$ cat config.mk
export PLATFORM = sky130hd
export DESIGN_NAME = acc_cpu_core_flat
export DESIGN_NICKNAME = d
export VERILOG_FILES = /design/src/rtl/acc_cpu_pkg.sv /design/src/rtl/acc_cpu_if.sv /design/src/rtl/acc_cpu_alu.sv /design/src/rtl/acc_cpu_core.sv /design/src/flat_wrapper.sv
export SDC_FILE = /design/constraint.sdc
export NUM_CORES = 1
export LEC_CHECK = 0
export ABC_CLOCK_PERIOD_IN_PS = 4900
export BUFFER_PORTS_ARGS = -buffer_cell sky130_fd_sc_hd__clkbuf_2
export CORE_AREA = 2 2 152 154
export DETAILED_ROUTE_END_ITERATION = 6
export DIE_AREA = 0 0 154 156
export GPL_ROUTABILITY_DRIVEN = 0
export MAX_ROUTING_LAYER = met4
export SLEW_MARGIN = 20
export SYNTH_ARGS = -nofsm -noshare
export SYNTH_HDL_FRONTEND = slang
export SYNTH_HIERARCHICAL = 1
export SYNTH_SLANG_ARGS = --single-unit
$ cat constraint.sdc
create_clock -name clk -period 4.9 [get_ports clk]
set_clock_uncertainty 0.2 [all_clocks]
set_input_delay 0.98 -clock clk [delete_from_list [all_inputs] [get_ports clk]]
set_output_delay 0.98 -clock clk [all_outputs]
set_load 0.01 [all_outputs]
$ cat src/rtl/acc_cpu_pkg.sv
// Shared opcodes, FSM states, ALU selects and SKIPCOND condition codes for the
// accumulator CPU core.
package acc_cpu_pkg;

  localparam logic [3:0] OpNop   = 4'h0;
  localparam logic [3:0] OpLoad  = 4'h1;
  localparam logic [3:0] OpStore = 4'h2;
  localparam logic [3:0] OpAdd   = 4'h3;
  localparam logic [3:0] OpSub   = 4'h4;
  localparam logic [3:0] OpAnd   = 4'h5;
  localparam logic [3:0] OpOr    = 4'h6;
  localparam logic [3:0] OpNot   = 4'h7;
  localparam logic [3:0] OpBack  = 4'h8;
  localparam logic [3:0] OpSkip  = 4'h9;
  localparam logic [3:0] OpJump  = 4'hA;
  localparam logic [3:0] OpClear = 4'hB;
  localparam logic [3:0] OpHalt  = 4'hF;

  typedef enum logic [3:0] {
    StIfAddr,
    StIfData,
    StDecode,
    StMemAddr,
    StMemData,
    StExec,
    StMemWrite,
    StHalt,
    StWaitStep
  } state_e;

  typedef enum logic [2:0] {
    AluPass,
    AluAdd,
    AluSub,
    AluAnd,
    AluOr,
    AluNot
  } alu_sel_e;

  localparam logic [1:0] CondNeg   = 2'b00;
  localparam logic [1:0] CondZero  = 2'b01;
  localparam logic [1:0] CondPos   = 2'b10;
  localparam logic [1:0] CondNever = 2'b11;

  // Opcodes that fetch an operand word before executing.
  function automatic logic is_mem_read_op(logic [3:0] op);
    return (op == OpLoad) || (op == OpAdd) || (op == OpSub) || (op == OpAnd) || (op == OpOr);
  endfunction

endpackage

$ cat src/rtl/acc_cpu_if.sv
// Synchronous single-port RAM bus between the accumulator core (master) and
// the memory (slave).
interface acc_cpu_if #(
  parameter int unsigned DATA_WIDTH = 16,
  parameter int unsigned ADDR_WIDTH = 12
) ();

  logic [ADDR_WIDTH-1:0] mem_addr;
  logic [DATA_WIDTH-1:0] mem_wdata;
  logic [DATA_WIDTH-1:0] mem_rdata;
  logic                  mem_cs;
  logic                  mem_we;
  logic                  mem_oe;

  modport master (
    output mem_addr,
    output mem_wdata,
    output mem_cs,
    output mem_we,
    output mem_oe,
    input  mem_rdata
  );

  modport slave (
    input  mem_addr,
    input  mem_wdata,
    input  mem_cs,
    input  mem_we,
    input  mem_oe,
    output mem_rdata
  );

endinterface

$ cat src/rtl/acc_cpu_alu.sv
// Combinational accumulator ALU: y = f(a, b) selected by sel; a is the
// accumulator, b the memory buffer word.
module acc_cpu_alu
  import acc_cpu_pkg::*;
#(
  parameter int unsigned DATA_WIDTH = 16
) (
  input  logic [DATA_WIDTH-1:0] a,
  input  logic [DATA_WIDTH-1:0] b,
  input  alu_sel_e              sel,
  output logic [DATA_WIDTH-1:0] y
);

  always_comb begin
    y = b;
    unique case (sel)
      AluPass: y = b;
      AluAdd:  y = a + b;
      AluSub:  y = a - b;
      AluAnd:  y = a & b;
      AluOr:   y = a | b;
      AluNot:  y = ~a;
      default: y = b;
    endcase
  end

endmodule

$ cat src/rtl/acc_cpu_core.sv
// Single-accumulator CPU core: fetch/decode/execute over a synchronous RAM bus.
// Define ACC_CPU_STEP_EN to add the single-step input and WAIT_STEP state.
module acc_cpu_core
  import acc_cpu_pkg::*;
#(
  parameter int unsigned DATA_WIDTH = 16,
  parameter int unsigned ADDR_WIDTH = 12,
  parameter int unsigned RESET_PC   = 'h100,
  parameter int unsigned CNT_WIDTH  = 32
) (
  input  logic                  clk,
  input  logic                  rst,
`ifdef ACC_CPU_STEP_EN
  input  logic                  step,
`endif
  acc_cpu_if.master             mem,
  output logic [ADDR_WIDTH-1:0] pc,
  output logic [DATA_WIDTH-1:0] ac,
  output logic [DATA_WIDTH-1:0] ir,
  output logic                  halted,
  output logic [CNT_WIDTH-1:0]  retired
);

`ifdef ACC_CPU_STEP_EN
  localparam state_e StStart = StWaitStep;
`else
  localparam state_e StStart = StIfAddr;
`endif

  state_e                state_q;
  logic [ADDR_WIDTH-1:0] pc_q;
  logic [DATA_WIDTH-1:0] ac_q;
  logic [DATA_WIDTH-1:0] ir_q;
  logic [DATA_WIDTH-1:0] mbr_q;
  logic                  halted_q;
  logic [CNT_WIDTH-1:0]  retired_q;

  logic [3:0]            opcode;
  logic [ADDR_WIDTH-1:0] operand;
  logic [1:0]            cond;
  logic                  skip_take;
  logic                  retire;
  alu_sel_e              alu_sel;
  logic [DATA_WIDTH-1:0] alu_y;

  assign opcode  = ir_q[DATA_WIDTH-1 -: 4];
  assign operand = ir_q[ADDR_WIDTH-1:0];
  assign cond    = ir_q[DATA_WIDTH-5 -: 2];

  // Signed compares on the accumulator for SKIPCOND.
  always_comb begin
    skip_take = 1'b0;
    unique case (cond)
      CondNeg:  skip_take = ac_q[DATA_WIDTH-1];
      CondZero: skip_take = (ac_q == '0);
      CondPos:  skip_take = !ac_q[DATA_WIDTH-1] && (ac_q != '0);
      default:  skip_take = 1'b0;
    endcase
  end

  always_comb begin
    unique case (opcode)
      OpAdd:   alu_sel = AluAdd;
      OpSub:   alu_sel = AluSub;
      OpAnd:   alu_sel = AluAnd;
      OpOr:    alu_sel = AluOr;
      OpNot:   alu_sel = AluNot;
      default: alu_sel = AluPass;
    endcase
  end

  acc_cpu_alu #(
    .DATA_WIDTH(DATA_WIDTH)
  ) u_alu (
    .a  (ac_q),
    .b  (mbr_q),
    .sel(alu_sel),
    .y  (alu_y)
  );

  // An instruction retires in its last state; HALT retires on entry to StHalt.
  always_comb begin
    retire = 1'b0;
    unique case (state_q)
      StDecode:           retire = !(is_mem_read_op(opcode) || (opcode == OpStore));
      StExec, StMemWrite: retire = 1'b1;
      default:            retire = 1'b0;
    endcase
  end

  always_ff @(posedge clk) begin
    if (rst) begin
      state_q   <= StStart;
      pc_q      <= ADDR_WIDTH'(RESET_PC);
      ac_q      <= '0;
      ir_q      <= '0;
      mbr_q     <= '0;
      halted_q  <= 1'b0;
      retired_q <= '0;
    end else begin
      if (retire && !(&retired_q)) begin
        retired_q <= retired_q + CNT_WIDTH'(1);
      end
      unique case (state_q)
        StWaitStep: begin
`ifdef ACC_CPU_STEP_EN
          state_q <= step ? StIfAddr : StWaitStep;
`else
          state_q <= StIfAddr;
`endif
        end
        StIfAddr: state_q <= StIfData;
        StIfData: begin
          ir_q    <= mem.mem_rdata;
          state_q <= StDecode;
        end
        StDecode: begin
          pc_q    <= pc_q + ADDR_WIDTH'(1);
          state_q <= StStart;
          case (opcode)
            OpLoad, OpAdd, OpSub, OpAnd, OpOr: state_q <= StMemAddr;
            OpStore: state_q <= StMemWrite;
            OpHalt: begin
              state_q  <= StHalt;
              halted_q <= 1'b1;
            end
            OpNot:   ac_q <= alu_y;
            OpBack:  pc_q <= pc_q - operand;
            OpSkip: begin
              if (skip_take) pc_q <= pc_q + ADDR_WIDTH'(2);
            end
            OpJump:  pc_q <= operand;
            OpClear: ac_q <= '0;
            default: ;
          endcase
        end
        StMemAddr: state_q <= StMemData;
        StMemData: begin
          mbr_q   <= mem.mem_rdata;
          state_q <= StExec;
        end
        StExec: begin
          ac_q    <= alu_y;
          state_q <= StStart;
        end
        StMemWrite: state_q <= StStart;
        StHalt:     state_q <= StHalt;
        default:    state_q <= StStart;
      endcase
    end
  end

  // Bus strobes decode the state register; rst masks them so a reset landing
  // on MEM_WRITE never writes.
  always_comb begin
    mem.mem_addr  = pc_q;
    mem.mem_wdata = ac_q;
    mem.mem_cs    = 1'b0;
    mem.mem_we    = 1'b0;
    mem.mem_oe    = 1'b0;
    unique case (state_q)
      StIfAddr: begin
        mem.mem_cs = 1'b1;
        mem.mem_oe = 1'b1;
      end
      StMemAddr: begin
        mem.mem_addr = operand;
        mem.mem_cs   = 1'b1;
        mem.mem_oe   = 1'b1;
      end
      StMemWrite: begin
        mem.mem_addr = operand;
        mem.mem_cs   = 1'b1;
        mem.mem_we   = 1'b1;
      end
      default: ;
    endcase
    if (rst) begin
      mem.mem_cs = 1'b0;
      mem.mem_we = 1'b0;
      mem.mem_oe = 1'b0;
    end
  end

  assign pc      = pc_q;
  assign ac      = ac_q;
  assign ir      = ir_q;
  assign halted  = halted_q;
  assign retired = retired_q;

endmodule

$ cat src/flat_wrapper.sv
// flat-port wrapper written by rule: the top's interface ports become plain ports
module acc_cpu_core_flat import acc_cpu_pkg::*;
#(
  parameter int unsigned DATA_WIDTH = 16,
  parameter int unsigned ADDR_WIDTH = 12,
  parameter int unsigned RESET_PC   = 'h100,
  parameter int unsigned CNT_WIDTH  = 32
)
  (clk, rst, pc, ac, ir, halted, retired, mem_mem_addr, mem_mem_wdata, mem_mem_cs, mem_mem_we, mem_mem_oe, mem_mem_rdata);
  acc_cpu_if #(.DATA_WIDTH(DATA_WIDTH), .ADDR_WIDTH(ADDR_WIDTH)) mem_i ();
  input  logic clk;
  input  logic rst;
  output logic [ADDR_WIDTH-1:0] pc;
  output logic [DATA_WIDTH-1:0] ac;
  output logic [DATA_WIDTH-1:0] ir;
  output logic halted;
  output logic [CNT_WIDTH-1:0] retired;
  output wire logic [$bits(mem_i.mem_addr)-1:0] mem_mem_addr;
  output wire logic [$bits(mem_i.mem_wdata)-1:0] mem_mem_wdata;
  output wire logic [$bits(mem_i.mem_cs)-1:0] mem_mem_cs;
  output wire logic [$bits(mem_i.mem_we)-1:0] mem_mem_we;
  output wire logic [$bits(mem_i.mem_oe)-1:0] mem_mem_oe;
  input wire logic [$bits(mem_i.mem_rdata)-1:0] mem_mem_rdata;
  assign mem_mem_addr = mem_i.mem_addr;
  assign mem_mem_wdata = mem_i.mem_wdata;
  assign mem_mem_cs = mem_i.mem_cs;
  assign mem_mem_we = mem_i.mem_we;
  assign mem_mem_oe = mem_i.mem_oe;
  assign mem_i.mem_rdata = mem_mem_rdata;
  acc_cpu_core #(.DATA_WIDTH(DATA_WIDTH), .ADDR_WIDTH(ADDR_WIDTH), .RESET_PC(RESET_PC), .CNT_WIDTH(CNT_WIDTH)) u_core (.clk(clk), .rst(rst), .mem(mem_i), .pc(pc), .ac(ac), .ir(ir), .halted(halted), .retired(retired));
endmodule
# --- Yosys cells after proc, flatten, opt, wreduce, memory -nomap -nowiden ---
# Cells that the tools add are included.
totals:
  ff_bits: 97
  latch_bits: 0
  mem_bits_rw: 0
  mem_bits_ro: 0
  input_bits: 18
  output_inout_bits: 108
  mem_count: 0
classes:
  addsub: 6
  mul: 0
  div: 0
  n_lt_le_gt_ge: 0
  eq_ne: 27
  shift: 0
  mux: 17
  bitwise: 3
  reduce_logical: 23
ops:
  columns: ["operator", "n"]
  rows:
  - ["$pmux W16 S5", 1]
  - ["$pmux W16 S2", 2]
  - ["$pmux W12 S3", 1]
  - ["$add A32 B1 Y32 const B", 1]
  - ["$eq A4 B3 Y1 const B", 8]
  - ["$reduce_and A32 Y1", 1]
  - ["$mux W12", 2]
  - ["$pmux W4 S6", 1]
  - ["$eq A4 B4 Y1 const B", 5]
  - ["$add A16 B16 Y16", 1]
  - ["$and A16 B16 Y16", 1]
  - ["$eq A4 B2 Y1 const B", 4]
  - ["$logic_not A16 Y1", 1]
  - ["$not A16 Y16", 1]
  - ["$or A16 B16 Y16", 1]
  - ["$reduce_bool A16 Y1", 1]
  - ["$sub A16 B16 Y16", 1]
  - ["$pmux W3 S5", 1]
  - ["$add A12 B1 Y12 const B", 1]
  - ["$add A12 B2 Y12 const B", 1]
  - ["$sub A12 B12 Y12", 1]
  - ["$pmux W3 S3", 1]
  - ["$eq A4 B1 Y1 const B", 2]
  - ["$eq A3 B2 Y1 const B", 2]
  - ["other kinds (18)", 34]

# --- Depth between registers and ports, before layout ---
depth:
  ltp_word: 9
  ltp_mapped: 17

# --- By module ---
# The synthesis kept the hierarchy.
by_module_without_submodules:
  columns: ["mod", "instances", "cells_each", "area_per_inst_um2"]
  rows:
  - ["acc_cpu_core", 1, 763, 5739.3]
  - ["acc_cpu_alu", 1, 256, 1741.7]

# --- Worst setup path after synthesis ---
# OpenSTA, ideal clock, no wires.
synth_timing:
  path_kind: "reg2reg"
  startpoint: "reg u_core.ir_q[14], in the netlist u_core/ir[14]"
  endpoint: "reg u_core.ac_q[9], in the netlist u_core/ac[9]"
  t_arrival_ns: 3.569
  t_required_ns: 4.630
  setup_slack_ns: 1.061
  stages_incl_launch_ff: 17
  path_buffers: 2
  synth_period_minus_slack_ns: 3.839
  cell_sequence: "dfxtp_1 -> clkbuf_1 -> nand2b_1 -> nor2_1 -> nor3b_2 -> clkbuf_1 -> nor2_1 -> xnor2_1 -> ha_1 -> o211ai_1 -> a21oi_1 -> o31a_1 -> o21ai_1 -> mux2_2 -> o21ai_0 -> nand3_1 -> a21oi_1"
synth_via:
  elab_chain_len: 6
synth_rtl:
  columns: ["element", "line", "source"]
  rows:
  - ["start: declaration", "acc_cpu_core.sv:33", "logic [DATA_WIDTH-1:0] ir_q;"]
  - ["start signal: assignment", "acc_cpu_core.sv:114", "ir_q <= mem.mem_rdata;"]
  - ["$eq A4 B3 Y1 or $eq A4 B2 Y1 (tied branches)", "acc_cpu_core.sv:62", "unique case (opcode)"]
  - ["$pmux W3 S5 (*)", "acc_cpu_core.sv:62", null]
  - ["via u_core.alu_sel[1]", "acc_cpu_core.sv:43", "alu_sel_e alu_sel;"]
  - ["$eq A3 B3 Y1 (tied with other cells)", "acc_cpu_alu.sv:16", "unique case (sel)"]
  - ["$pmux W16 S5 (*)", "acc_cpu_alu.sv:16", null]
  - ["via u_core.alu_y[9]", "acc_cpu_core.sv:44", "logic [DATA_WIDTH-1:0] alu_y;"]
  - ["$pmux W16 S2", "acc_cpu_core.sv:120", "case (opcode)"]
  - ["$pmux W16 S2 (*)", "acc_cpu_core.sv:104", "unique case (state_q)"]
  - ["end signal: assignment", "acc_cpu_core.sv:127", "OpNot: ac_q <= alu_y;"]
  - ["end signal: assignment", "acc_cpu_core.sv:143", "ac_q <= alu_y;"]
  - ["end: declaration", "acc_cpu_core.sv:32", "logic [DATA_WIDTH-1:0] ac_q;"]
# Mark *: on every way through the listed nets, which the timed path passes. The rest lies on a longest branch.
# A chain may end at the register's enable or synchronous reset.

# --- Worst setup path in the final report ---
layout_timing:
  startpoint: "reg u_core.ir_q[14], in the netlist u_core/ir[14]"
  endpoint: "reg u_core.ac_q[15], in the netlist u_core/ac[15]"
# The elaborated chain is that of the path after synthesis.

==> metrics <==
Num CTS Buffers=9; dpl cell area=8173 um^2; Synth async-reset ratio=0; worst vdd ir=0.1630 mV; WHS=0.2973 ns; vias in the first global route=6768; Setup crit end kind=register; CP Buf/Inv Count=3; global-route wire length before repair=36.63 mm; Fmax=0.2517 GHz; final hold viol count=0; Max Buffers Root-to-Sink=2; Synth top area share=0.2569; initial DRC count=533; post-synth net total=1071; synth warn=6; Final Routed Wirelength=23.10 mm; setup_tns=0 ns; Pleak=3.147 nW; cts repair resizes=0; setup violators final=0; Post-synth top cells=nand2_1 (145), a21oi_1 (105), dfxtp_1 (96); CP Launch Type=register; # H-tree levels=3; CP cell instances=nand2b_1, nor2_1, buf_4, nor3b_2, buf_4, mux2_2, inv_1, ha_1, nand2b_1, a21oi_1, o31a_1, a31oi_1, xnor2_1, o221ai_1, nand3_1, a21oi_1; Top FF cell, synth=dfxtp_1; min cycle time layout=3.973 ns; Post-synth EDFFs=0; diode count=0; CP arrival=4.05 ns; clk root buf=clkbuf_16; Port Buffers=125; worst hold path class=register to register; Slew HR=0.3151; synthesized cell area=7481 um^2; Final ANT Viol Nets=0; top area cells in the synthesized netlist=dfxtp_1 (26%), nand2_1 (7.3%), a21oi_1 (7.0%); design area=8466 um^2; Final Max Tran Viols=0; GRT overflow=0; initial core utilization=0.3345; Clock transition at path regs=0.07 ns; clk_lat worst skew=0.35 ns; crit-path leading delay family=compound AO/OA/AOI/OAI gates; fin crit share=0.8108; CP max FO=23; core area=22370 um^2; FF+latch count, synth=96; max incr delay on CP=0.58 ns; antenna violations before repair=0; Die ar.=24020 um^2; Mean Syn Cell Area=7.341 um^2; fin worst setup slack=0.9271 ns; Least-Margin Pin Slew=1.025 ns; status=complete, no violations; num rows=55; DR DRC count=0; Max-cap violations=0; CTS tree=built; postcts setup bufs=0; RSZ-0062 raised after global routing=false; Crit-path slowest cell=dfxtp_1; largest net degree at the start of global routing=83; Chip Width=154 um; IO Count=126; pwr dens=260.9 nW/um^2; share of layout cells above drive strength 1=0.1661; wire per inst=16.80 um; drt pass-1 iters=4; Detail Placement HPWL=16.75 mm; CP Data Required Time=4.97 ns; Area Overhead vs Synth=13.16%; # clock sinks=96; dpl ws=1.003 ns; Vias per Instance=5.443; sequential area share after synthesis=0.2569; nets@finish=1137; critical path class=register to register; post-synth top area cell=dfxtp_1; Post-Synthesis Cells=1019; Die Ht=156 um; Total GRT Usage=0.1941; most frequent cell after synthesis=nand2_1; Synth cell types=74; total power=2.208 mW; total number of vias=7484; hold_buf cts=0
## metal layers
layer  global-route usage  routed length [um]  vias to the layer above
li1                     -                   -                     3725
met1               0.2600               11020                     3508
met2               0.2913               10170                      220
met3              0.04333                1450                       31
met4              0.06008                 457                        0
met5                    -                   0                        -
## state kept, by name, summed over array words and instances (netlist names)
| signal | flops |
|---|---|
| u_core/ac | 16 |
| u_core/halted | 1 |
| u_core/ir | 16 |
| u_core/mbr_q | 16 |
| u_core/pc | 12 |
| u_core/retired | 32 |
| u_core/state_q | 3 |
## stage by stage
step / cells / util
floorplan: 1019 / -
global placement: 1359 / 0.3654
detailed placement: 1359 / 0.3654
CTS: 1375 / 0.3782
global route: 1375 / 0.3785
finish: 1375 / 0.3785
## power by group
group | switching [mW] | leakage (nW) | total, mW | internal, mW
sequential | 0.0603 | 0.777 | 0.864 | 0.803
combinational | 0.375 | 2.23 | 0.637 | 0.262
clock | 0.341 | 0.146 | 0.707 | 0.366
## path summary, 6_finish.rpt
kind / cells after the start / to / start / slack, ns
worst max-delay path: 16 / u_core/ac[15] / u_core/ir[14] / 0.93
worst min-delay path: 2 / u_core/mbr_q[15] / u_core/mbr_q[15] / 0.30
worst max register to register: 16 / u_core/ac[15] / u_core/ir[14] / 0.93
worst min register to register: 2 / u_core/mbr_q[15] / u_core/mbr_q[15] / 0.30
## area by class of cell
class,instances,area (um^2)
clock inverter,6,47.55
clock buffer,10,239.0
tap,285,356.6
timing repair buffer,133,688.2
sequential,96,1922
fill,2323,13900
multi-input combinational,808,5074
inverter,37,138.9
## placed cells by master, fill, tap and decap left out, types with 9 or more instances in the layout
| master | Yosys | routed |
|---|---|---|
| nand2_1 | 145 | 145 |
| clkbuf_2 | 0 | 124 |
| a21oi_1 | 105 | 104 |
| dfxtp_1 | 96 | 96 |
| nor2_1 | 83 | 83 |
| xnor2_1 | 57 | 57 |
| o21ai_0 | 50 | 50 |
| nand3_1 | 46 | 46 |
| inv_1 | 37 | 37 |
| ha_1 | 32 | 32 |
| xor2_1 | 28 | 28 |
| nor3_1 | 28 | 28 |
| nor2b_1 | 25 | 24 |
| nand2b_1 | 13 | 13 |
| and3_1 | 12 | 12 |
| o221ai_1 | 12 | 12 |
| nor4_1 | 11 | 11 |
| a21o_1 | 10 | 10 |
| clkbuf_16 | 0 | 9 |
| buf_4 | 16 | 9 |
## cells by family (layout without fill, tap and decap cells)
group	count (synthesis)	in the layout	synth area share
fa+ha+maj	34	34	0.05887
compound gates	258	258	0.2166
buf+inv	115	186	0.06790
simple gates	420	420	0.2848
flops	96	96	0.2569
mux	11	11	0.01539
xor+xnor	85	85	0.09952
## worst register-to-register path: stages, from the launching register on
cell and delay (ns):
dfxtp_1 0.58, nand2b_1 0.16, nor2_1 0.11, buf_4 0.26
nor3b_2 0.20, buf_4 0.22, mux2_2 0.38, inv_1 0.06
ha_1 0.21, nand2b_1 0.09, a21oi_1 0.12, o31a_1 0.36
a31oi_1 0.35, xnor2_1 0.12, o221ai_1 0.19, nand3_1 0.10
a21oi_1 0.16
Note: power is estimated with default switching activity, not from simulation.
